## config.mk

```make
export PLATFORM = sky130hd
export DESIGN_NAME = debug_cmd_sequencer
export DESIGN_NICKNAME = d
export VERILOG_FILES = /design/src/rtl/debug_cmd_sequencer.sv
export SDC_FILE = /design/constraint.sdc
export NUM_CORES = 1
export LEC_CHECK = 0
export BUFFER_PORTS_ARGS = -buffer_cell sky130_fd_sc_hd__buf_2
export CAP_MARGIN = 25
export CORE_ASPECT_RATIO = 2
export CORE_MARGIN = 3
export CORE_UTILIZATION = 30
export CTS_CLUSTER_DIAMETER = 150
export DETAILED_ROUTE_END_ITERATION = 6
export GPL_ROUTABILITY_DRIVEN = 0
export PLACE_DENSITY = 0.53
export SLEW_MARGIN = 20
export SYNTH_ARGS = -nofsm -noshare
export SYNTH_HDL_FRONTEND = slang
export SYNTH_SLANG_ARGS = --single-unit
```

## constraint.sdc

```tcl
create_clock -name clk -period 4.7 [get_ports clk]
set_clock_uncertainty 0.05 [all_clocks]
set_input_delay 0.235 -clock clk [delete_from_list [all_inputs] [get_ports clk]]
set_output_delay 0.235 -clock clk [all_outputs]
set_load 0.01 [all_outputs]
```

## src/rtl/debug_cmd_sequencer.sv

```systemverilog
// Byte-stream command front end for debug_interface: decodes framed READ/WRITE
// commands, runs one debug transaction and returns a framed status/data response.
// Optional READ_NEXT opcode (0x03) is enabled by defining DBG_SEQ_AUTOINC_EN.
module debug_cmd_sequencer #(
  parameter int unsigned TIMEOUT_CYCLES = 16
) (
  input  logic        clk,
  input  logic        reset,
  input  logic        cmd_valid,
  output logic        cmd_ready,
  input  logic [7:0]  cmd_data,
  output logic        rsp_valid,
  input  logic        rsp_ready,
  output logic [7:0]  rsp_data,
  output logic        debug_enable,
  output logic [11:0] debug_addr,
  output logic        debug_read,
  output logic        debug_write,
  output logic [31:0] debug_write_data,
  input  logic [31:0] debug_read_data,
  input  logic        debug_ready,
  output logic        busy
);

  localparam logic [2:0] S_IDLE       = 3'd0;
  localparam logic [2:0] S_ADDR_HI    = 3'd1;
  localparam logic [2:0] S_ADDR_LO    = 3'd2;
  localparam logic [2:0] S_DATA       = 3'd3;
  localparam logic [2:0] S_ISSUE      = 3'd4;
  localparam logic [2:0] S_WAIT       = 3'd5;
  localparam logic [2:0] S_RSP_STATUS = 3'd6;
  localparam logic [2:0] S_RSP_DATA   = 3'd7;

  localparam logic [7:0] OP_READ       = 8'h01;
  localparam logic [7:0] OP_WRITE      = 8'h02;
`ifdef DBG_SEQ_AUTOINC_EN
  localparam logic [7:0] OP_READ_NEXT  = 8'h03;
`endif
  localparam logic [7:0] ST_OK         = 8'h00;
  localparam logic [7:0] ST_BAD_OPCODE = 8'hE1;
  localparam logic [7:0] ST_TIMEOUT    = 8'hE2;
  localparam logic [7:0] WAIT_LAST     = 8'(TIMEOUT_CYCLES - 1);

  logic [2:0]  state_reg, state_next;
  logic        is_write_reg;
  logic [1:0]  byte_cnt_reg;
  logic [7:0]  wait_cnt_reg;
  logic [7:0]  status_reg;
  logic [11:0] addr_reg;
  logic [31:0] wdata_reg;
  logic [31:0] rdata_reg;
  logic [7:0]  rd_bytes [4];

  logic cmd_fire, rsp_fire, wait_done;

  assign cmd_fire  = cmd_valid && cmd_ready;
  assign rsp_fire  = rsp_valid && rsp_ready;
  assign wait_done = debug_ready || (wait_cnt_reg == WAIT_LAST);

  // Captured read data is returned MSB first: rd_bytes[0] goes out first.
  genvar gi;
  generate
    for (gi = 0; gi < 4; gi++) begin : g_rd_bytes
      assign rd_bytes[gi] = rdata_reg[31 - 8*gi -: 8];
    end
  endgenerate

  always_comb begin
    state_next = state_reg;
    case (state_reg)
      S_IDLE: begin
        if (cmd_fire) begin
          if (cmd_data == OP_READ || cmd_data == OP_WRITE)
            state_next = S_ADDR_HI;
`ifdef DBG_SEQ_AUTOINC_EN
          else if (cmd_data == OP_READ_NEXT)
            state_next = S_ISSUE;
`endif
          else
            state_next = S_RSP_STATUS;
        end
      end
      S_ADDR_HI:    if (cmd_fire) state_next = S_ADDR_LO;
      S_ADDR_LO:    if (cmd_fire) state_next = is_write_reg ? S_DATA : S_ISSUE;
      S_DATA:       if (cmd_fire && byte_cnt_reg == 2'd3) state_next = S_ISSUE;
      S_ISSUE:      state_next = S_WAIT;
      S_WAIT:       if (wait_done) state_next = S_RSP_STATUS;
      S_RSP_STATUS: begin
        if (rsp_fire)
          state_next = (!is_write_reg && status_reg == ST_OK) ? S_RSP_DATA : S_IDLE;
      end
      S_RSP_DATA:   if (rsp_fire && byte_cnt_reg == 2'd3) state_next = S_IDLE;
      default:      state_next = S_IDLE;
    endcase
  end

  always_ff @(posedge clk) begin
    if (reset) begin
      state_reg    <= S_IDLE;
      is_write_reg <= 1'b0;
      byte_cnt_reg <= 2'd0;
      wait_cnt_reg <= 8'd0;
      status_reg   <= 8'd0;
      addr_reg     <= 12'd0;
      wdata_reg    <= 32'd0;
      rdata_reg    <= 32'd0;
    end else begin
      state_reg <= state_next;
      case (state_reg)
        S_IDLE: begin
          if (cmd_fire) begin
            is_write_reg <= (cmd_data == OP_WRITE);
            // Overwritten in WAIT for legal opcodes; only reported for bad ones.
            status_reg   <= ST_BAD_OPCODE;
`ifdef DBG_SEQ_AUTOINC_EN
            // Low 11 bits wrap so the CSR-space select bit is preserved.
            if (cmd_data == OP_READ_NEXT)
              addr_reg <= {addr_reg[11], addr_reg[10:0] + 11'd1};
`endif
          end
        end
        S_ADDR_HI: if (cmd_fire) addr_reg[11:8] <= cmd_data[3:0];
        S_ADDR_LO: begin
          if (cmd_fire) begin
            addr_reg[7:0] <= cmd_data;
            byte_cnt_reg  <= 2'd0;
          end
        end
        S_DATA: begin
          if (cmd_fire) begin
            wdata_reg    <= {wdata_reg[23:0], cmd_data};
            byte_cnt_reg <= byte_cnt_reg + 2'd1;
          end
        end
        S_ISSUE: begin
          wait_cnt_reg <= 8'd0;
          byte_cnt_reg <= 2'd0;
        end
        S_WAIT: begin
          wait_cnt_reg <= wait_cnt_reg + 8'd1;
          if (debug_ready) begin
            status_reg <= ST_OK;
            if (!is_write_reg) rdata_reg <= debug_read_data;
          end else if (wait_cnt_reg == WAIT_LAST) begin
            status_reg <= ST_TIMEOUT;
          end
        end
        S_RSP_DATA: if (rsp_fire) byte_cnt_reg <= byte_cnt_reg + 2'd1;
        default: ;
      endcase
    end
  end

  assign cmd_ready = (state_reg == S_IDLE) || (state_reg == S_ADDR_HI) ||
                     (state_reg == S_ADDR_LO) || (state_reg == S_DATA);
  assign rsp_valid = (state_reg == S_RSP_STATUS) || (state_reg == S_RSP_DATA);
  assign rsp_data  = (state_reg == S_RSP_STATUS) ? status_reg :
                     (state_reg == S_RSP_DATA)   ? rd_bytes[byte_cnt_reg] : 8'd0;
  assign busy      = (state_reg != S_IDLE);

  // Enable and strobes are gated by reset so they fall while reset is being sampled.
  assign debug_enable     = !reset && ((state_reg == S_ISSUE) || (state_reg == S_WAIT));
  assign debug_read       = !reset && (state_reg == S_ISSUE) && !is_write_reg;
  assign debug_write      = !reset && (state_reg == S_ISSUE) && is_write_reg;
  assign debug_addr       = addr_reg;
  assign debug_write_data = wdata_reg;

endmodule

```

-- Word-level counts from Yosys, hierarchy flattened
Cells that the tools add are included.
- output and inout port bits: 58
- input port bits: 45
- word-level logic and storage cells: 92
- flip-flop bits (word level): 98
- bitwise gates (word level): 2
- reduce and logical (&&, ||, !) cells: 32
- equal/unequal tests: 21
- muxes and demuxes: 25
- $add $sub $neg: 2
- magnitude comparators: 1
- operator list (operator ; count):
    2-to-1 mux 8 bit ; 7
    case mux 8 bit (2 select lines) ; 2
    2-to-1 mux 3 bit ; 10
    case mux 3 bit (8 select lines) ; 1
    inequality test 2 bit (second input constant) ; 9
    binary-select mux 8 bit (select 2 bit) ; 1
    equality test 3 bit (second input constant) ; 4
    logical AND 1 bit ; 9
    adder 8 x 1 -> 8 bit (second input constant) ; 1
    equality test 8 x 1 -> 1 bit (second input constant) ; 1
    equality test 8 x 2 -> 1 bit (second input constant) ; 1
    equality test 8 x 4 -> 1 bit (second input constant) ; 1
    zero test 8 bit ; 1
    case mux 2 bit (4 select lines) ; 1
    AND reduction 2 bit ; 4
    logical OR 1 bit ; 7
    AND reduction 7 bit ; 1
    equality test 3 x 2 -> 1 bit (second input constant) ; 2
    2-to-1 mux 2 bit ; 3
    AND reduction 3 bit ; 2
    AND reduction 4 bit ; 1
    nonzero test 2 bit ; 2
    nonzero test 4 bit ; 1
    equality test 3 x 1 -> 1 bit (second input constant) ; 1
    9 further kinds ; 10

-- Logic depth before layout (Yosys ltp)
- word-level depth: 8
- mapped depth: 7
- gate-level depth less buffers: 5

-- Worst setup path after synthesis
Ideal clock, no wire load.
- kind: reg-to-output
- start: register byte_cnt_reg[0]
- end: output rsp_data[2]
- cell stages (with the launch flop): 4
- path slack: 3119 ps
- arrival time: 1296 ps
- path buffers: 1
- required time: 4415 ps
- cells stage by stage: dfxtp_1 buf_2 mux4_2 and3_1
- longest elaborated chain between the ends: 6
- ends and longest elaborated chain (item ; RTL line ; source):
    start: declaration ; 46 ; logic [1:0] byte_cnt_reg;
    start signal: assignment ; 132 ; byte_cnt_reg <= byte_cnt_reg + 2'd1;
    start signal: assignment ; 148 ; S_RSP_DATA: if (rsp_fire) byte_cnt_reg <= byte_cnt_reg + 2'd1;
    inverter 2 -> 3 bit (implied by the code) ; 158 ; (state_reg == S_RSP_DATA) ? rd_bytes[byte_cnt_reg] : 8'd0;
    binary-select mux 8 bit (select 2 bit) ; 158 ;
    2-to-1 mux 8 bit (implied by the code) (2 in a row) ; 158 ;
    2-to-1 mux 8 bit ; 158 ;
    2-to-1 mux 8 bit ; 157 ; assign rsp_data = (state_reg == S_RSP_STATUS) ? status_reg :
    end: declaration ; 14 ; output logic [7:0] rsp_data,
No other way between the ends. The select of a mux whose other input is x is not followed.

-- Worst setup path in the final report
- start: register byte_cnt_reg[0]
- end: output rsp_data[0]
The elaborated chain is that of the path after synthesis.

==> impl_metrics.csv <==
group,metric,value,unit
outcome,status,"finished clean",
pwr,power_per_cell_area,395,nW/um^2
route,vias_per_cell,4.90,
yosys,netlist.area_leader.share,47.0,%
clock_network,clk_latency,340,ps
timing,setup_viol,0,
clock_network,htree_levels,3,
clock_network,cts_tree,"built",
floorplan,num_rows,58,
yosys,synth_ff_type,"dfxtp_1",
yosys,synth_edf_count,0,
timing,tightest_slew,900,ps
clock_network,clk_pin_slew,70,ps
floorplan,dieArea,14700,sq um
yosys,synth_area,3970,sq um
floorplan,start_util,31.0,%
floorplan,die_y,169,microns
timing,timing.fmax,430,MHz
finish,syn_to_final_growth,21.6,%
route,drt_wl_total,10600,microns
clock_network,cts.sink_count,93,
finish,drive_above_1_share,23.6,%
placed_design,io_buffers,102,
floorplan,core,12800,sq um
global_routing,grt_start_max_net_pins,50,
yosys,synth.most_common_cell,"nand2_1",
finish,nFillCells,1347,
yosys,ys_types,45,
yosys,synth-seq-cells,93,
yosys,seq_area_frac_synth,47.0,%
clock_network,cts-root-buf,"clkbuf_16",
timing,rsz0062_at_grt,"no",
yosys,yosys-top-cells-count,"nand2_1, dfxtp_1, a21oi_1, clkbuf_1, nor2_1",
critical_path,cp_cell_sequence,"mux4_2, mux2i_1, nor2_1, buf_2",
timing,final_max_slew_viol_count,0,
finish,finish.utilization,37.7,%
critical_path,startpoint_type,"flip-flop",
critical_path,arrival,2040,ps
critical_path,path_max_fanout,11,
route,vias,3569,
placed_design,post-dp-hpwl,7640,microns
global_routing,grt_pass1_vias,3427,
flow_run,drv_cap,0,
critical_path,crit_required,4410,ps
clock_network,cts_buffers,9,
timing,timing.hold.ws,71.5,ps
pwr,peakVddDrop,238,uV
yosys,ys_top_cells_by_area,"dfxtp_1, nand2_1, a21oi_1, mux4_2, clkbuf_1",
timing,slew_headroom,40.0,%
route,route.detailed.drc,0,
yosys,yosysWarningCount,0,
pwr,leakage,1.88,nW
route,ant_nets,0,
critical_path,path_class,"reg -> out",
critical_path,cp_slowest_cell,"dfxtp_1",
yosys,syn_inst,494,
worst_hold_path,hold_path_class,"in -> reg",
finish,nets,619,
timing,tns,0,ps
yosys,syn_avg_cell_area,8.03,sq um
critical_path,end_kind,"output port",
global_routing,grtUsageTotal,14.5,%
yosys,synth_top_area_cell,"dfxtp_1",
clock_network,postCtsSetupBuffers,0,
global_routing,antenna_found_initial,2,
timing,finalCriticalPeriod,2320,ps
clock_network,clk_path_buf_depth,2,
timing,min_period_over_period,49.4,%
route,drt_iter0_markers,154,
clock_network,post_cts_resized,0,
critical_path,slowest_delay,770,ps
route,wl_per_cell,14.5,microns
pwr,power.total,0.00190,W
timing,hold_violations,0,
floorplan,io_pins,103,
floorplan,die_width,87.3,microns
yosys,syn_nets,541,
global_routing,grt-ovfl-total,0,
route,first_pass_iters,4,
yosys,async_flop_share,0,%
clock_network,hold_buffers,0,
global_routing,grt_pass1_wl,16800,microns
-- stage by stage --
stage                     setup WS (ps)  std cells  cell area, sq um
after detailed placement           2460        711              4520
after CTS                          2320        726              4810
after global routing               2200        728              4820
final                              2380        728              4820
after global placement             2480        711              4510
after floorplan                    3120        494              3970
-- final timing paths --
kind	startpoint	to	slack, ps	depth (start not counted)
worst max-delay path	byte_cnt_reg[0]	rsp_data[0]	2380	4
worst min-delay path	debug_read_data[18]	rd_bytes[18]	70	3
worst max register to register	state_reg[0]	state_reg[1]	2700	5
worst min register to register	debug_write_data[27]	debug_write_data[27]	400	2
-- area by class of cell --
cell class	instances	area, sq um	share of cell area (%)
Inverter	5	18.8	0.389
Clock inverter	6	71.3	1.48
Clock buffer	9	225	4.67
Tap cell	150	188	3.89
Multi-Input combinational cell	358	1920	39.8
Antenna cell	2	5.00	0.104
Sequential cell	93	1860	38.6
Timing Repair Buffer	105	533	11.1
-- worst max-delay path, delay by kind of cell, from the launching register on --
kind	cells	cell delay [ps]
muxes	2	730
buffers and inverters	1	150
and+or+nand+nor	1	50
DFF	1	770
-- power by group --
group	total (W)	switching, W	internal (W)
Sequential	0.000868	0.0000444	0.000824
Clock	0.000726	0.000312	0.000414
Combinational	0.000310	0.000191	0.000118
-- cell families after synthesis --
family,Yosys count,share of synthesized area [%]
adders and majority gates,2,0.631
buffers and inverters,43,4.92
AOI/OAI and AO/OA,114,15.8
and+or+nand+nor,225,24.8
DFF,93,47.0
muxes,16,6.63
xor gates and xnor gates,1,0.221
-- per-layer routing --
metal  vias up  routed length (microns)  GRT usage [%]
li1       1835                        -              -
met4         0                      206           7.21
met5         -                        0              0
met1      1612                     4280           16.7
met3        15                      648           3.46
met2       107                     5440           24.3
-- placed cells by master, fill, tap and decap left out, types with 3 or more instances in the layout --
cell,netlist,routed
nand4_1,4,4
buf_2,6,102
nor4_1,3,3
inv_1,5,5
mux2i_1,6,6
nand3_1,7,7
o21ai_0,7,7
mux4_2,8,8
nand2_1,156,156
nand2b_1,5,5
a21oi_1,87,87
nor3_1,4,4
clkbuf_16,0,9
o21a_1,4,4
or2_2,3,3
buf_4,4,3
nor2_1,18,17
dfxtp_1,93,93
and3_1,9,8
nor2b_1,3,3
No activity file was read; power rests on OpenSTA's default activity.
